===== config.mk =====
export PLATFORM = sky130hd
export DESIGN_NAME = alu_op_sequencer
export DESIGN_NICKNAME = d
export VERILOG_FILES = /design/src/rtl/alu_op_sequencer.sv
export SDC_FILE = /design/constraint.sdc
export NUM_CORES = 1
export LEC_CHECK = 0
export CAP_MARGIN = 20
export CORE_AREA = 8 8 67 69
export CTS_CLUSTER_DIAMETER = 30
export DETAILED_ROUTE_END_ITERATION = 12
export DIE_AREA = 0 0 75 77
export GPL_ROUTABILITY_DRIVEN = 0
export PLACE_DENSITY = 0.67
export RECOVER_POWER = 100
export SLEW_MARGIN = 20
export SYNTH_ARGS = -nofsm -noshare
export SYNTH_HDL_FRONTEND = slang
export SYNTH_SLANG_ARGS = --single-unit

===== constraint.sdc =====
create_clock -name clk -period 2.7 [get_ports clk]
set_input_delay 0.54 -clock clk [delete_from_list [all_inputs] [get_ports clk]]
set_output_delay 0.54 -clock clk [all_outputs]
set_load 0.01 [all_outputs]

===== src/rtl/alu_op_sequencer.sv =====
// alu_op_sequencer
//
// Registered issue/capture stage around a combinational N-bit ALU. One command is
// accepted per in_valid/in_ready handshake. Its operands, mode and carry-in are held on
// the ALU inputs for one evaluation cycle. The ALU result is then captured and offered on
// an out_valid/out_ready handshake. A carry flag is kept for multi-word chained
// arithmetic, together with a zero flag and a count of completed operations.
//
// Ports
//   clk, rst_n               clock, asynchronous active-low reset
//   in_valid / in_ready      command handshake
//   in_A, in_B, in_Mode      command operands and ALU mode word
//   in_cin, in_chain         explicit carry-in, or use the stored carry flag instead
//   A, B, Mode, CB_in        registered ALU inputs
//   Result, CB_out           combinational ALU outputs
//   out_valid / out_ready    result handshake
//   out_Result, out_CB       captured result and carry/borrow
//   out_Z                    captured result was zero
//   op_count                 results accepted by the consumer, wraps at 8 bits
module alu_op_sequencer #(
    parameter int unsigned N = 4
) (
    input  logic         clk,
    input  logic         rst_n,
    input  logic         in_valid,
    output logic         in_ready,
    input  logic [N-1:0] in_A,
    input  logic [N-1:0] in_B,
    input  logic [N-1:0] in_Mode,
    input  logic         in_cin,
    input  logic         in_chain,
    output logic [N-1:0] A,
    output logic [N-1:0] B,
    output logic [N-1:0] Mode,
    output logic         CB_in,
    input  logic [N-1:0] Result,
    input  logic         CB_out,
    output logic         out_valid,
    input  logic         out_ready,
    output logic [N-1:0] out_Result,
    output logic         out_CB,
    output logic         out_Z,
    output logic [7:0]   op_count
);

    typedef enum logic [1:0] {
        StIdle,
        StExec,
        StHold
    } state_e;

    state_e       state_q, state_d;
    logic [N-1:0] a_q, a_d;
    logic [N-1:0] b_q, b_d;
    logic [N-1:0] mode_q, mode_d;
    logic         cb_in_q, cb_in_d;
    logic [N-1:0] out_result_q, out_result_d;
    logic         out_cb_q, out_cb_d;
    logic         out_z_q, out_z_d;
    logic         carry_flag_q, carry_flag_d;
    logic [7:0]   op_count_q, op_count_d;

    // State and datapath registers
    always_ff @(posedge clk or negedge rst_n) begin
        if (!rst_n) begin
            state_q      <= StIdle;
            a_q          <= '0;
            b_q          <= '0;
            mode_q       <= '0;
            cb_in_q      <= 1'b0;
            out_result_q <= '0;
            out_cb_q     <= 1'b0;
            out_z_q      <= 1'b0;
            carry_flag_q <= 1'b0;
            op_count_q   <= 8'd0;
        end else begin
            state_q      <= state_d;
            a_q          <= a_d;
            b_q          <= b_d;
            mode_q       <= mode_d;
            cb_in_q      <= cb_in_d;
            out_result_q <= out_result_d;
            out_cb_q     <= out_cb_d;
            out_z_q      <= out_z_d;
            carry_flag_q <= carry_flag_d;
            op_count_q   <= op_count_d;
        end
    end

    // Next-state and datapath update
    always_comb begin
        state_d      = state_q;
        a_d          = a_q;
        b_d          = b_q;
        mode_d       = mode_q;
        cb_in_d      = cb_in_q;
        out_result_d = out_result_q;
        out_cb_d     = out_cb_q;
        out_z_d      = out_z_q;
        carry_flag_d = carry_flag_q;
        op_count_d   = op_count_q;
        unique case (state_q)
            StIdle: begin
                if (in_valid) begin
                    a_d     = in_A;
                    b_d     = in_B;
                    mode_d  = in_Mode;
                    cb_in_d = in_chain ? carry_flag_q : in_cin;
                    state_d = StExec;
                end
            end
            StExec: begin
                out_result_d = Result;
                out_cb_d     = CB_out;
                out_z_d      = (Result == '0);
                // Next chained op sees this capture even when issued back-to-back
                carry_flag_d = CB_out;
                state_d      = StHold;
            end
            StHold: begin
                if (out_ready) begin
                    op_count_d = op_count_q + 8'd1;
                    state_d    = StIdle;
                end
            end
            default: state_d = StIdle;
        endcase
    end

    // Handshake outputs decode state only, so no comb path from in_valid / out_ready
    always_comb begin
        in_ready  = (state_q == StIdle);
        out_valid = (state_q == StHold);
    end

    assign A          = a_q;
    assign B          = b_q;
    assign Mode       = mode_q;
    assign CB_in      = cb_in_q;
    assign out_Result = out_result_q;
    assign out_CB     = out_cb_q;
    assign out_Z      = out_z_q;
    assign op_count   = op_count_q;

endmodule


==> run metrics <==
synthesis warning total 0; CP Class flop to output pin; layout net count 162; Seq cells post-synth 29; Syn-to-layout area delta 55.0%; clk buf depth 2; Worst Tran Pin Value 1.48 ns; Critical Path Max Stage Delay 0.60 ns; Reg power frac 40.2%; wire per inst 13.8 um; EDFF count, synth 0; Max Cap Viol 0; Comb pwr share 40.1%; Synth top area share 62.4%; asr flop ratio synth 100%; total number of vias 844; Worst Path Required 2.16 ns; synth top area cells dfrtp_1, mux2_2, xor2_1; WL final 2580 um; sequential share of the synthesized area 62.4%; first-pass GRT wire length 4410 um; Max VDD drop 0.493 mV; largest area contributor in the netlist dfrtp_1; root buf cell clkbuf_4; P_sw 569 uW; core area 3500 um2; fmax 449 MHz; Worst-Skew Late Latency 0.33 ns; antenna violations before repair 0; pwr/cell area 1030 nW/um2; Post-CTS Hold Buffers 0; Max Clock Skew 0.00752 ns; Hold Vio Cnt, Final 0; synthesized area per cell 14.5 um2; min Tclk post-route 2.23 ns; IO Port Bufs 51; layout cells sized above 1 18.7%; DRC 0; crit path cell chain or2b_1 -> inv_1 -> dlygate4sd3_1; post-CTS sizing 0; top-count cell post-synth dfrtp_1; setup ws final 0.474 ns; detailed-placement wirelength estimate 2070 um; internal power 1.29 mW; Hold/Removal Path Class flop to flop; final hold slack 0.462 ns; initial core utilization 33.2%; count of different cell masters after synthesis 23; Rows 22; clock tree sinks 29; pin count of the biggest net entering global routing 30; Antenna diodes 0; Die X 75 um; Synth Flop Type dfrtp_1; Setup Buffers After CTS 0; setup TNS 0 ns; leakage power 0.794 nW; worst reg-to-reg setup slack 0.95 ns; die area 5780 um2; post-DR vias/cell 4.51; Syn Nets 104; DR pass1 iterations 3; Worst-path clk slew 0.09 ns; Worst EP arrival 1.69 ns; Ports 52; fin. max-slew vios 0; H-tree Lvls 2; Final setup viols 0; outcome finished clean; Setup crit end kind output pin; CP max FO 6; gr usage total 9.93%; RSZ-0062 raised after global routing false; grt ovf 0; Die Y-Extent 77 um; DR iter-0 viols 33; Switching Fraction 30.6%; Tcrit/Tclk final 82.4%; CP Launch Type flop; vias in the first global route 914; total CTS buffers 5; Max-slew headroom 1.56%; CTS tree yes; Slowest-stage cell, CP dlygate4sd3_1; Post-Syn Area 1160 um2; Clock Power Share 19.8%; pre-CTS WS 0.601 ns; post-route ant nets 0; Mapped Cells 80; most frequent cells after synthesis dfrtp_1, mux2_2, xor2_1
-- per-layer routing --
metal,GRT usage [%],vias to the layer above,part of all wire [%]
li1,-,398,-
met1,9.91,408,36
met2,16.1,34,50
met3,7.02,4,13
met4,2.35,0,1.1
met5,0,-,0
-- metrics by stage --
stage	total power, mW	instances	utilization, %	area [um2]
2_1_floorplan	1.12	80	-	1160
3_3_place_gp	1.60	179	49.5	1730
3_5_place_dp	1.62	179	49.5	1730
4_1_cts	1.99	187	52.0	1820
5_1_grt	2.00	187	51.5	1800
6_report	1.86	187	51.5	1800
-- flip-flops by register name (all words and copies together) (netlist names) --
signal,count
out_Result,4
carry_flag_q,1
Mode,4
op_count,8
out_Z,1
B,4
A,4
CB_in,1
state_q,2
-- kinds of logic (layout without fill, tap and decap cells) --
| group | after synthesis | after routing | synth area share [%] |
|---|---|---|---|
| AO/OA/AOI/OAI | 3 | 3 | 1.29 |
| XOR/XNOR | 7 | 7 | 5.27 |
| multiplexers | 19 | 19 | 18.3 |
| buffers and inverters | 3 | 62 | 1.72 |
| adder cells (fa/ha/maj) | 1 | 1 | 1.08 |
| AND/OR/NAND/NOR | 18 | 18 | 9.90 |
| flip-flops | 29 | 29 | 62.4 |
-- critical path: cells and delay by family (launching register included) --
kind	cells	cell delay [ns]
simple gates	1	0.26
flops	1	0.44
buf+inv	2	0.67
-- final timing paths --
| path | end | startpoint | cells past startpoint |
|---|---|---|---|
| worst max-delay path | out_valid | state_q[1] | 3 |
| worst min-delay path | op_count[7] | op_count[7] | 1 |
| worst max register to register | A[0] | state_q[1] | 2 |
| worst min register to register | op_count[7] | op_count[7] | 1 |
| max in group asynchronous | CB_in | rst_n | 2 |
| min in group asynchronous | out_Result[2] | rst_n | 2 |
-- layout by cell type (no fill, tap or decap), types with 2 or more instances in the layout --
master            n
nand2_1           2
xnor2_1           3
xor2_1            4
nor2_1            3
clkbuf_1          3
clkdlybuf4s50_1  18
dfrtp_1          29
mux2_2           18
o21ai_0           2
dlygate4sd3_1    33
clkbuf_4          5
nor3_1            2
nand3_1           3
-- layout make-up --
cell class	instances	area, um2
repair buffers	53	518
fillers	322	1690
multi-input cells	48	409
clock buffers	7	55.1
well taps	48	60.1
inverters	1	3.75
flip-flops and latches	29	726
clock inverters	1	30.0
-- power groups by stage --
| stage | Clock, mW | Sequential, mW | Combinational, mW |
|---|---|---|---|
| final | 0.367 | 0.747 | 0.746 |
| after global routing | 0.404 | 0.782 | 0.817 |
| after CTS | 0.380 | 0.764 | 0.849 |
| after detailed placement | 0 | 0.770 | 0.847 |
| after global placement | 0 | 0.762 | 0.833 |
| after floorplan | 0 | 0.830 | 0.291 |
Power figures use the tool's default switching activity.
